**config.mk**
```make
export PLATFORM = sky130hd
export DESIGN_NAME = text_ram_reader
export DESIGN_NICKNAME = d
export VERILOG_FILES = /design/src/rtl/text_pkg.sv /design/src/rtl/text_ram_reader_rd_fifo2.sv /design/src/rtl/text_ram_reader.sv
export SDC_FILE = /design/constraint.sdc
export NUM_CORES = 1
export LEC_CHECK = 0
export ABC_CLOCK_PERIOD_IN_PS = 11000
export BUFFER_PORTS_ARGS = -buffer_cell sky130_fd_sc_hd__buf_2
export CORE_UTILIZATION = 40
export CTS_CLUSTER_SIZE = 8
export DETAILED_ROUTE_END_ITERATION = 6
export GPL_ROUTABILITY_DRIVEN = 0
export GPL_TIMING_DRIVEN = 0
export PLACE_DENSITY_LB_ADDON = 0.25
export SKIP_CTS_REPAIR_TIMING = 1
export SYNTH_ARGS = -nofsm -noshare
export SYNTH_HDL_FRONTEND = slang
export SYNTH_SLANG_ARGS = --single-unit
```
**constraint.sdc**
```tcl
create_clock -name clk -period 11 [get_ports clk]
set_clock_uncertainty 0.1 [all_clocks]
set_input_delay 3.3 -clock clk [delete_from_list [all_inputs] [get_ports clk]]
set_output_delay 3.3 -clock clk [all_outputs]
set_load 0.01 [all_outputs]
```
**src/rtl/text_pkg.sv**
```systemverilog
// Shared constants and types for the character-RAM raster reader.
// Latency: none (types, constants and an address helper only).
// Backpressure: n/a. Imported by text_ram_reader and rd_fifo2.
package text_pkg;

  localparam int ROWS   = 48;               // tabs per frame
  localparam int COLS   = 80;               // characters (str) per tab
  localparam int DATA_W = 8;                // character code width
  localparam int CELLS  = ROWS * COLS;

  localparam int ADDR_W = $clog2(CELLS);    // 12 bits at defaults
  localparam int TAB_W  = $clog2(ROWS);
  localparam int STR_W  = $clog2(COLS);

  localparam logic [DATA_W-1:0] CURSOR_CHAR = 8'h5F;

  typedef enum logic [1:0] {
    ST_IDLE  = 2'd0,
    ST_RUN   = 2'd1,
    ST_DRAIN = 2'd2
  } rd_state_t;

  // One buffered character with its screen position.
  typedef struct packed {
    logic [DATA_W-1:0] data;
    logic [TAB_W-1:0]  tab;
    logic [STR_W-1:0]  str;
  } cell_t;

  // Linear RAM address of a cell: tab*COLS + str, unsigned, ADDR_W wide.
  function automatic logic [ADDR_W-1:0] cell_addr(input logic [TAB_W-1:0] tab,
                                                  input logic [STR_W-1:0] str);
    return ADDR_W'(tab) * ADDR_W'(COLS) + ADDR_W'(str);
  endfunction

endpackage

```
**src/rtl/text_ram_reader_rd_fifo2.sv**
```systemverilog
// rd_fifo2: 2-entry skid buffer for {data, tab, str} cells, head-of-queue output.
// Latency: a push is visible at the head the cycle after it is written (occ was 0).
// Backpressure: none internally; the producer throttles using occ, push on full is not expected.
// Ports: clk/rst_n; push + push_cell write; pop removes head; head/occ report contents.
module rd_fifo2
  import text_pkg::*;
(
  input  logic       clk,
  input  logic       rst_n,
  input  logic       push,
  input  cell_t      push_cell,
  input  logic       pop,
  output cell_t      head,
  output logic [1:0] occ
);

  cell_t      slot0_q, slot0_d;   // slot0 is always the head
  cell_t      slot1_q, slot1_d;
  logic [1:0] occ_q, occ_d;

  always_comb begin
    slot0_d = slot0_q;
    slot1_d = slot1_q;
    occ_d   = occ_q;
    case ({push, pop})
      2'b10: begin
        if (occ_q == 2'd0) slot0_d = push_cell;
        else               slot1_d = push_cell;
        occ_d = occ_q + 2'd1;
      end
      2'b01: begin
        slot0_d = slot1_q;
        occ_d   = occ_q - 2'd1;
      end
      2'b11: begin
        // Simultaneous push/pop keeps occupancy; new cell lands behind any survivor.
        if (occ_q == 2'd1) begin
          slot0_d = push_cell;
        end else begin
          slot0_d = slot1_q;
          slot1_d = push_cell;
        end
      end
      default: ;
    endcase
  end

  always_ff @(posedge clk or negedge rst_n) begin
    if (!rst_n) begin
      slot0_q <= '0;
      slot1_q <= '0;
      occ_q   <= 2'd0;
    end else begin
      slot0_q <= slot0_d;
      slot1_q <= slot1_d;
      occ_q   <= occ_d;
    end
  end

  assign head = slot0_q;
  assign occ  = occ_q;

endmodule

```
**src/rtl/text_ram_reader.sv**
```systemverilog
// text_ram_reader: on start, reads all ROWS x COLS cells tab-major and streams code+position.
// Latency: start edge -> first out_valid 2 cycles; then 1 char/cycle with out_ready high.
// Backpressure: out_valid/out_ready; reads are throttled so buffer + in-flight never exceed 2.
// Ports: start/busy control; rd_en/rd_addr/rd_data synchronous RAM port (1-cycle read);
// out_* stream with sof/eol/eof markers; cur_tab/cur_str used only with TRR_CURSOR_EN defined.
module text_ram_reader
  import text_pkg::*;
(
  input  logic              clk,
  input  logic              rst_n,
  input  logic              start,
  output logic [ADDR_W-1:0] rd_addr,
  output logic              rd_en,
  input  logic [DATA_W-1:0] rd_data,
  output logic [DATA_W-1:0] out_data,
  output logic [TAB_W-1:0]  out_tab,
  output logic [STR_W-1:0]  out_str,
  output logic              out_valid,
  input  logic              out_ready,
  output logic              sof,
  output logic              eol,
  output logic              eof,
  output logic              busy,
  input  logic [TAB_W-1:0]  cur_tab,
  input  logic [STR_W-1:0]  cur_str
);

  rd_state_t         state_q, state_d;
  logic [TAB_W-1:0]  tab_q, tab_d;          // next cell to issue
  logic [STR_W-1:0]  str_q, str_d;
  logic              inflight_q, inflight_d;
  logic [TAB_W-1:0]  pend_tab_q, pend_tab_d; // position of the read in flight
  logic [STR_W-1:0]  pend_str_q, pend_str_d;

  cell_t             head;
  cell_t             cap_cell;
  logic [1:0]        occ;
  logic              pop;
  logic [2:0]        load;
  logic              room;
  logic [DATA_W-1:0] cap_data;

  assign pop  = out_valid && out_ready;
  // Count the head being accepted this cycle as already gone, so a full
  // stream sustains one read per cycle without ever overfilling the buffer.
  assign load = 3'(occ) + 3'(inflight_q) - 3'(pop);
  assign room = (load < 3'd2);

  always_comb begin
    state_d    = state_q;
    tab_d      = tab_q;
    str_d      = str_q;
    pend_tab_d = pend_tab_q;
    pend_str_d = pend_str_q;
    rd_en      = 1'b0;
    case (state_q)
      ST_IDLE: begin
        if (start) begin
          state_d = ST_RUN;
          tab_d   = '0;
          str_d   = '0;
        end
      end
      ST_RUN: begin
        if (room) begin
          rd_en      = 1'b1;
          pend_tab_d = tab_q;
          pend_str_d = str_q;
          if (str_q == STR_W'(COLS - 1)) begin
            str_d = '0;
            if (tab_q == TAB_W'(ROWS - 1)) begin
              tab_d   = '0;
              state_d = ST_DRAIN;
            end else begin
              tab_d = tab_q + TAB_W'(1);
            end
          end else begin
            str_d = str_q + STR_W'(1);
          end
        end
      end
      ST_DRAIN: begin
        // Leave as the last character is accepted so busy drops right after it.
        if (!inflight_q && (occ == 2'd0 || (occ == 2'd1 && pop))) state_d = ST_IDLE;
      end
      default: state_d = ST_IDLE;
    endcase
    inflight_d = rd_en;
  end

  always_ff @(posedge clk or negedge rst_n) begin
    if (!rst_n) begin
      state_q    <= ST_IDLE;
      tab_q      <= '0;
      str_q      <= '0;
      inflight_q <= 1'b0;
      pend_tab_q <= '0;
      pend_str_q <= '0;
    end else begin
      state_q    <= state_d;
      tab_q      <= tab_d;
      str_q      <= str_d;
      inflight_q <= inflight_d;
      pend_tab_q <= pend_tab_d;
      pend_str_q <= pend_str_d;
    end
  end

`ifdef TRR_CURSOR_EN
  // Cursor position is compared when the RAM data is captured.
  assign cap_data = (pend_tab_q == cur_tab && pend_str_q == cur_str) ? CURSOR_CHAR : rd_data;
`else
  logic unused_cursor;
  assign unused_cursor = ^{cur_tab, cur_str};
  assign cap_data      = rd_data;
`endif

  assign cap_cell = '{data: cap_data, tab: pend_tab_q, str: pend_str_q};

  rd_fifo2 u_buf (
    .clk       (clk),
    .rst_n     (rst_n),
    .push      (inflight_q),
    .push_cell (cap_cell),
    .pop       (pop),
    .head      (head),
    .occ       (occ)
  );

  assign rd_addr   = cell_addr(tab_q, str_q);
  assign out_valid = (occ != 2'd0);
  assign out_data  = head.data;
  assign out_tab   = head.tab;
  assign out_str   = head.str;
  assign sof       = out_valid && head.tab == '0 && head.str == '0;
  assign eol       = out_valid && head.str == STR_W'(COLS - 1);
  assign eof       = out_valid && head.tab == TAB_W'(ROWS - 1) && head.str == STR_W'(COLS - 1);
  assign busy      = (state_q != ST_IDLE);

endmodule

```
# Word level (Yosys, flattened, before mapping)
# Index checks and enable logic that the tools add are counted.
dict set report word_totals {
  inputBits 25
  output_inout_bits 39
  ramBits 0
  latch_bits 0
  reg_bits 73
  wordCells 90
  mem_bits_ro 0
  mem_count 0
}
dict set report classes {
  n_mux 24
  eq_ne 18
  shift 0
  n_bitwise 0
  n_reduce_logical 26
  add_sub_neg 7
  magnitude_cmp 1
  mul 1
  n_div 0
}
# cell count
set op_table {}
lappend op_table {{$mux W21} 4}
lappend op_table {{$pmux W21 S3} 1}
lappend op_table {{$pmux W21 S2} 1}
lappend op_table {{$mux W6} 4}
lappend op_table {{$mux W7} 3}
lappend op_table {{$ne A2 B2 Y1 const B} 8}
lappend op_table {{$eq A7 B7 Y1 const B} 2}
lappend op_table {{$pmux W7 S2} 1}
lappend op_table {{$add A12 B7 Y12} 1}
lappend op_table {{$eq A6 B6 Y1 const B} 2}
lappend op_table {{$pmux W6 S2} 1}
lappend op_table {{$mux W2} 5}
lappend op_table {{$reduce_bool A2 Y1} 5}
lappend op_table {{$logic_and A1 B1 Y1} 8}
lappend op_table {{$mul A6 B3 Y8 const B} 1}
lappend op_table {{$add A7 B1 Y7 const B} 1}
lappend op_table {{$logic_not A7 Y1} 1}
lappend op_table {{$add A6 B1 Y6 const B} 1}
lappend op_table {{$eq A2 B1 Y1 const B} 3}
lappend op_table {{$eq A2 B2 Y1 const B} 3}
lappend op_table {{$logic_not A6 Y1} 1}
lappend op_table {{$pmux W2 S3} 1}
lappend op_table {{$reduce_and A3 Y1} 2}
lappend op_table {{$reduce_and A5 Y1} 1}
lappend op_table {{other kinds (13)} 16}

# Depth between registers and ports, before layout
dict set report depth {
  ltp_word 7
  depth_mapped 14
  depth_no_buf 13
}

# Hierarchy
# Synthesis repeated with hierarchy kept, for this count alone.
dict set report hier_totals {
  cells_unflattened 379
  hier_area_um2 4045.1
}
# mod seq_area_each_um2 cells_per_inst n_inst area_per_inst_um2
set modules_own_cells {}
lappend modules_own_cells {rd_fifo2 1101.1 187 1 2112.0}
lappend modules_own_cells {text_ram_reader 725.7 192 1 1933.1}

# Worst setup path before layout
# OpenSTA, ideal clock, no wires.
dict set report synth_timing {
  path_type {in2out}
  startpoint {input port out_ready}
  endpoint {output port rd_en}
  path_buffers 1
  path_slack_ps 2773
  stages 8
  arrival_time_ps 4827
  t_required_ps 7600
  cell_sequence {nand2_1 -> nor2_1 -> o21ai_0 -> fa_1 -> xnor2_1 -> nand3_2 -> clkinv_2 -> clkbuf_1}
}
dict set report synth_between {
  elab_chain_cells 5
}
# element line_no
set synth_lines {}
lappend synth_lines {{start: declaration} text_ram_reader.sv:19} ;# input logic out_ready,
lappend synth_lines {{$logic_and A1 B1 Y1} text_ram_reader.sv:43} ;# assign pop = out_valid && out_ready;
lappend synth_lines {{$sub A3 B1 Y3} text_ram_reader.sv:46} ;# assign load = 3'(occ) + 3'(inflight_q) - 3'(pop);
lappend synth_lines {{$lt A3 B2 Y1} text_ram_reader.sv:47} ;# assign room = (load < 3'd2);
lappend synth_lines {{$mux W1} text_ram_reader.sv:65} ;# if (room) begin
lappend synth_lines {{$mux W1} text_ram_reader.sv:56} ;# case (state_q)
lappend synth_lines {{end: declaration} text_ram_reader.sv:13} ;# output logic rd_en,
# No other way between the ends.

# Worst setup path in the final report
# Same ends and word-level chain as after synthesis.

==> results.ini <==
[clock_network]
cts.path.max_buffers = 2
clk_latency_ns = 0.34
cts.reportedPaths.clkPinSlew_ns = 0.08
cts_root_buf = clkbuf_8
cts.sinks = 73
cts_tree = done
cts_buffers = 9
htreeDepth = 3

[die]
row_count = 34
pin_count = 64
die-area_sq_um = 9650
die_h_um = 98.2
start_util = 0.419
fp.dieW_um = 98.2
core_sq_um = 8850

[drt]
drt-initial-drc-count = 89
vias_per_cell = 5.13
drcViolationCount = 8
ant_nets = 0
wl_um = 7340
firstDrtPassIters = 6
vias = 2722
wl_per_cell_um = 13.8

[synth]
synth_area_per_cell_sq_um = 10.4
synth-adder-area-share = 0.0669
synthSimpleGateAreaFrac = 0.146
syn_inst = 356
synth_compound_area_frac = 0.103
ys_seq_elements = 73
synth_top_family_by_area = simple AND/OR/NAND/NOR gates
synth_nets = 399
synthXorXnorAreaFrac = 0.0284
ys_warn_count = 0
seq_area_frac_synth = 0.493
syn_area_sq_um = 3700
synth.area.mux_share = 0.123
synth_cell_types = 45

[min_path]
hold_depth = 2
hold_end = u_buf.head[14]
holdCritPathClass = reg -> reg
hold_start = u_buf.head[14]

[sta]
fin_crit_ns = 8.77
finalSetupViolCount = 0
fin_crit_sh = 0.798
fmax_mhz = 114
tightest_slew_ns = 0.648
hold_violations = 0
relSlewSlack = 0.565
tns_ns = 0
slew_violations = 0
rsz0062_at_grt = no

[power_and_ir_drop]
internal_power_mw = 0.689
leakage_nw = 2.20
p_sw_frac = 0.383
pwr-share-comb = 0.399
p_switching_mw = 0.428
finalPower_mw = 1.12
p_clk_frac = 0.219
p_per_area_nw_per_um2 = 256
ir_worst_vdd_uv = 85.7
p_seq_frac = 0.382

[global_routing]
grt_max_degree = 70
overflow = 0
track_usage = 0.162
antenna_found_initial = 0
grt_pass1_vias = 2554
grt_pass1_wl_um = 12400

[worst_setup_path]
path_delay_family = buffers and inverters
path_max_fanout = 11
rrSetupSlack_ns = 7.91
r2r-end = str_q[6]
cpMaxStageDelayCell = clkbuf_1
cp_common_cell = buf_2
path_cells = buf_2, nand2_1, nor2_1, o21ai_0, fa_1, xnor2_1, nand3_2, clkinv_2, clkbuf_1, buf_2
crit_type = in -> out
cp.depth = 10
critPathCaptureType = primary output
arrival_ns = 5.37
crit_path_start_kind = input pin
reg2reg_depth = 13
slowest_delay_ns = 0.42
path_buf_inv = 4
r2r_start = u_buf.occ[1]
critical_path_required_ns = 7.60

[cells_and_area]
drive_gt1_frac = 0.251
nFillCells = 855
final_nets = 461
syn2layout_area_growth_pct = 17.6
diodes = 0

[run_status]
status = complete, but fails checks
violations = design-rule violations

[placed_design]
hpwl_um = 5350
place.port_buffers = 50

[run]
max_cap_viol_count = 0

[layer usage]
metal | wire length, um | GRT usage | part of all wire
met3 | 275 | 0.0408 | 0.037
met1 | 3520 | 0.219 | 0.48
met2 | 3510 | 0.263 | 0.48
met5 | 0 | 0 | 0
met4 | 34 | 0.0379 | 0.0046
[power groups by stage]
stage	Combinational, mW	Clock (mW)	Sequential [mW]
detailed placement	0.450	0	0.433
CTS	0.452	0.250	0.427
finish	0.446	0.245	0.427
floorplan	0.311	0	0.427
global placement	0.441	0	0.428
global route	0.499	0.263	0.439
[sequential cells by signal, summed over array words and instances, names as in the netlist]
signal / cells
u_buf.head: 21
state_q: 2
pend_str_q: 7
u_buf.slot1_q: 21
inflight_q: 1
u_buf.occ: 2
pend_tab_q: 6
tab_q: 6
str_q: 7
[final cells by class]
class	instances	area, sq um	area share
flip-flops and latches	73	1830	0.419
multi-input cells	252	1730	0.398
repair buffers	51	280	0.0643
clock buffers	11	151	0.0348
well taps	108	135	0.0310
plain buffers	19	96.3	0.0221
clock inverters	5	86.3	0.0198
inverters	12	46.3	0.0106
[cells in the final DEF (no fill, tap or decap), types with 2 or more instances in the layout]
cell | netlist | final
mux2i_1 | 22 | 22
fa_1 | 3 | 3
nor2_1 | 11 | 11
nand3_2 | 2 | 2
xnor2_1 | 9 | 9
inv_1 | 11 | 11
clkbuf_8 | 0 | 11
nor4_1 | 2 | 2
bufinv_16 | 0 | 2
nand4_1 | 4 | 4
a21oi_1 | 11 | 11
o22ai_1 | 2 | 2
ha_1 | 15 | 15
and4_1 | 2 | 2
xor2_1 | 3 | 3
and2_1 | 2 | 2
nor2b_1 | 4 | 4
mux2_2 | 21 | 21
and3_1 | 5 | 5
buf_2 | 5 | 54
nand2_1 | 65 | 65
buf_4 | 5 | 6
dfrtp_1 | 73 | 73
o21ai_0 | 39 | 39
clkbuf_1 | 8 | 8
nor3_1 | 4 | 4
o31ai_1 | 2 | 2
a21o_1 | 3 | 3
nand3_1 | 5 | 5
clkinv_4 | 0 | 2
[worst max-delay path by stage]
stage,from,endpoint,slack (ns)
finish,out_ready,rd_en,2.23
global route,out_ready,rd_en,2.08
CTS,out_ready,rd_en,2.21
detailed placement,out_ready,rd_en,2.21
global placement,out_ready,rd_en,2.24
floorplan,out_ready,rd_en,2.77
[synth_stat cells, drive strengths merged]
cell,number,area (sq um)
a211oi,1,7.51
a21o,3,22.5
a21oi,11,55.1
a22o,1,8.76
a311oi,1,8.76
a31oi,1,6.26
a41oi,1,8.76
and2,2,12.5
and2b,1,8.76
and3,5,31.3
and4,2,17.5
buf,11,66.3
clkbuf,8,30.0
clkinv,1,5.00
dfrtp,73,1830
fa,3,60.1
ha,15,188
inv,11,41.3
mux2,21,236
mux2i,22,220
nand2,65,244
nand2b,1,6.26
nand3,7,45.0
nand4,4,25.0
nor2,12,47.6
nor2b,4,25.0
nor3,4,20.0
nor4,2,12.5
nor4b,2,32.5
o2111ai,1,8.76
o21ai,39,195
o22ai,2,12.5
o311ai,1,8.76
o31ai,2,15.0
o41ai,2,25.0
or2,1,6.26
or4,1,7.51
xnor2,9,78.8
xor2,3,26.3
[metrics by stage]
| stage | hold WS [ns] | utilization | area (sq um) | instances | setup WS, ns |
|---|---|---|---|---|---|
| final | 0.376 | 0.492 | 4360 | 531 | 2.23 |
| after global routing | 0.398 | 0.492 | 4360 | 531 | 2.08 |
| after CTS | 0.383 | 0.492 | 4360 | 531 | 2.21 |
| after detailed placement | 0.365 | 0.465 | 4120 | 515 | 2.21 |
| after global placement | 0.355 | 0.462 | 4090 | 514 | 2.24 |
| after floorplan | 0.336 | - | 3700 | 356 | 2.77 |
[worst reg2reg max path: stages (launching register included)]
cell and delay (ns):
dfrtp_1 0.46, inv_1 0.09, ha_1 0.25, inv_1 0.09, nand2_1 0.08, nor2_1 0.21, o21ai_0 0.15, fa_1 0.39
xnor2_1 0.27, nand3_2 0.13, clkinv_2 0.11, nor2_1 0.09, or4_1 0.51, nand3_1 0.09
[cells by family (layout without fill, tap and decap cells)]
group / after synthesis / count (layout)
muxes: 43 / 43
buffers and inverters: 31 / 98
adders and majority gates: 18 / 18
AOI/OAI and AO/OA: 66 / 66
xor gates and xnor gates: 12 / 12
DFF: 73 / 73
and+or+nand+nor: 113 / 113
(Power assumes the default switching activity.)
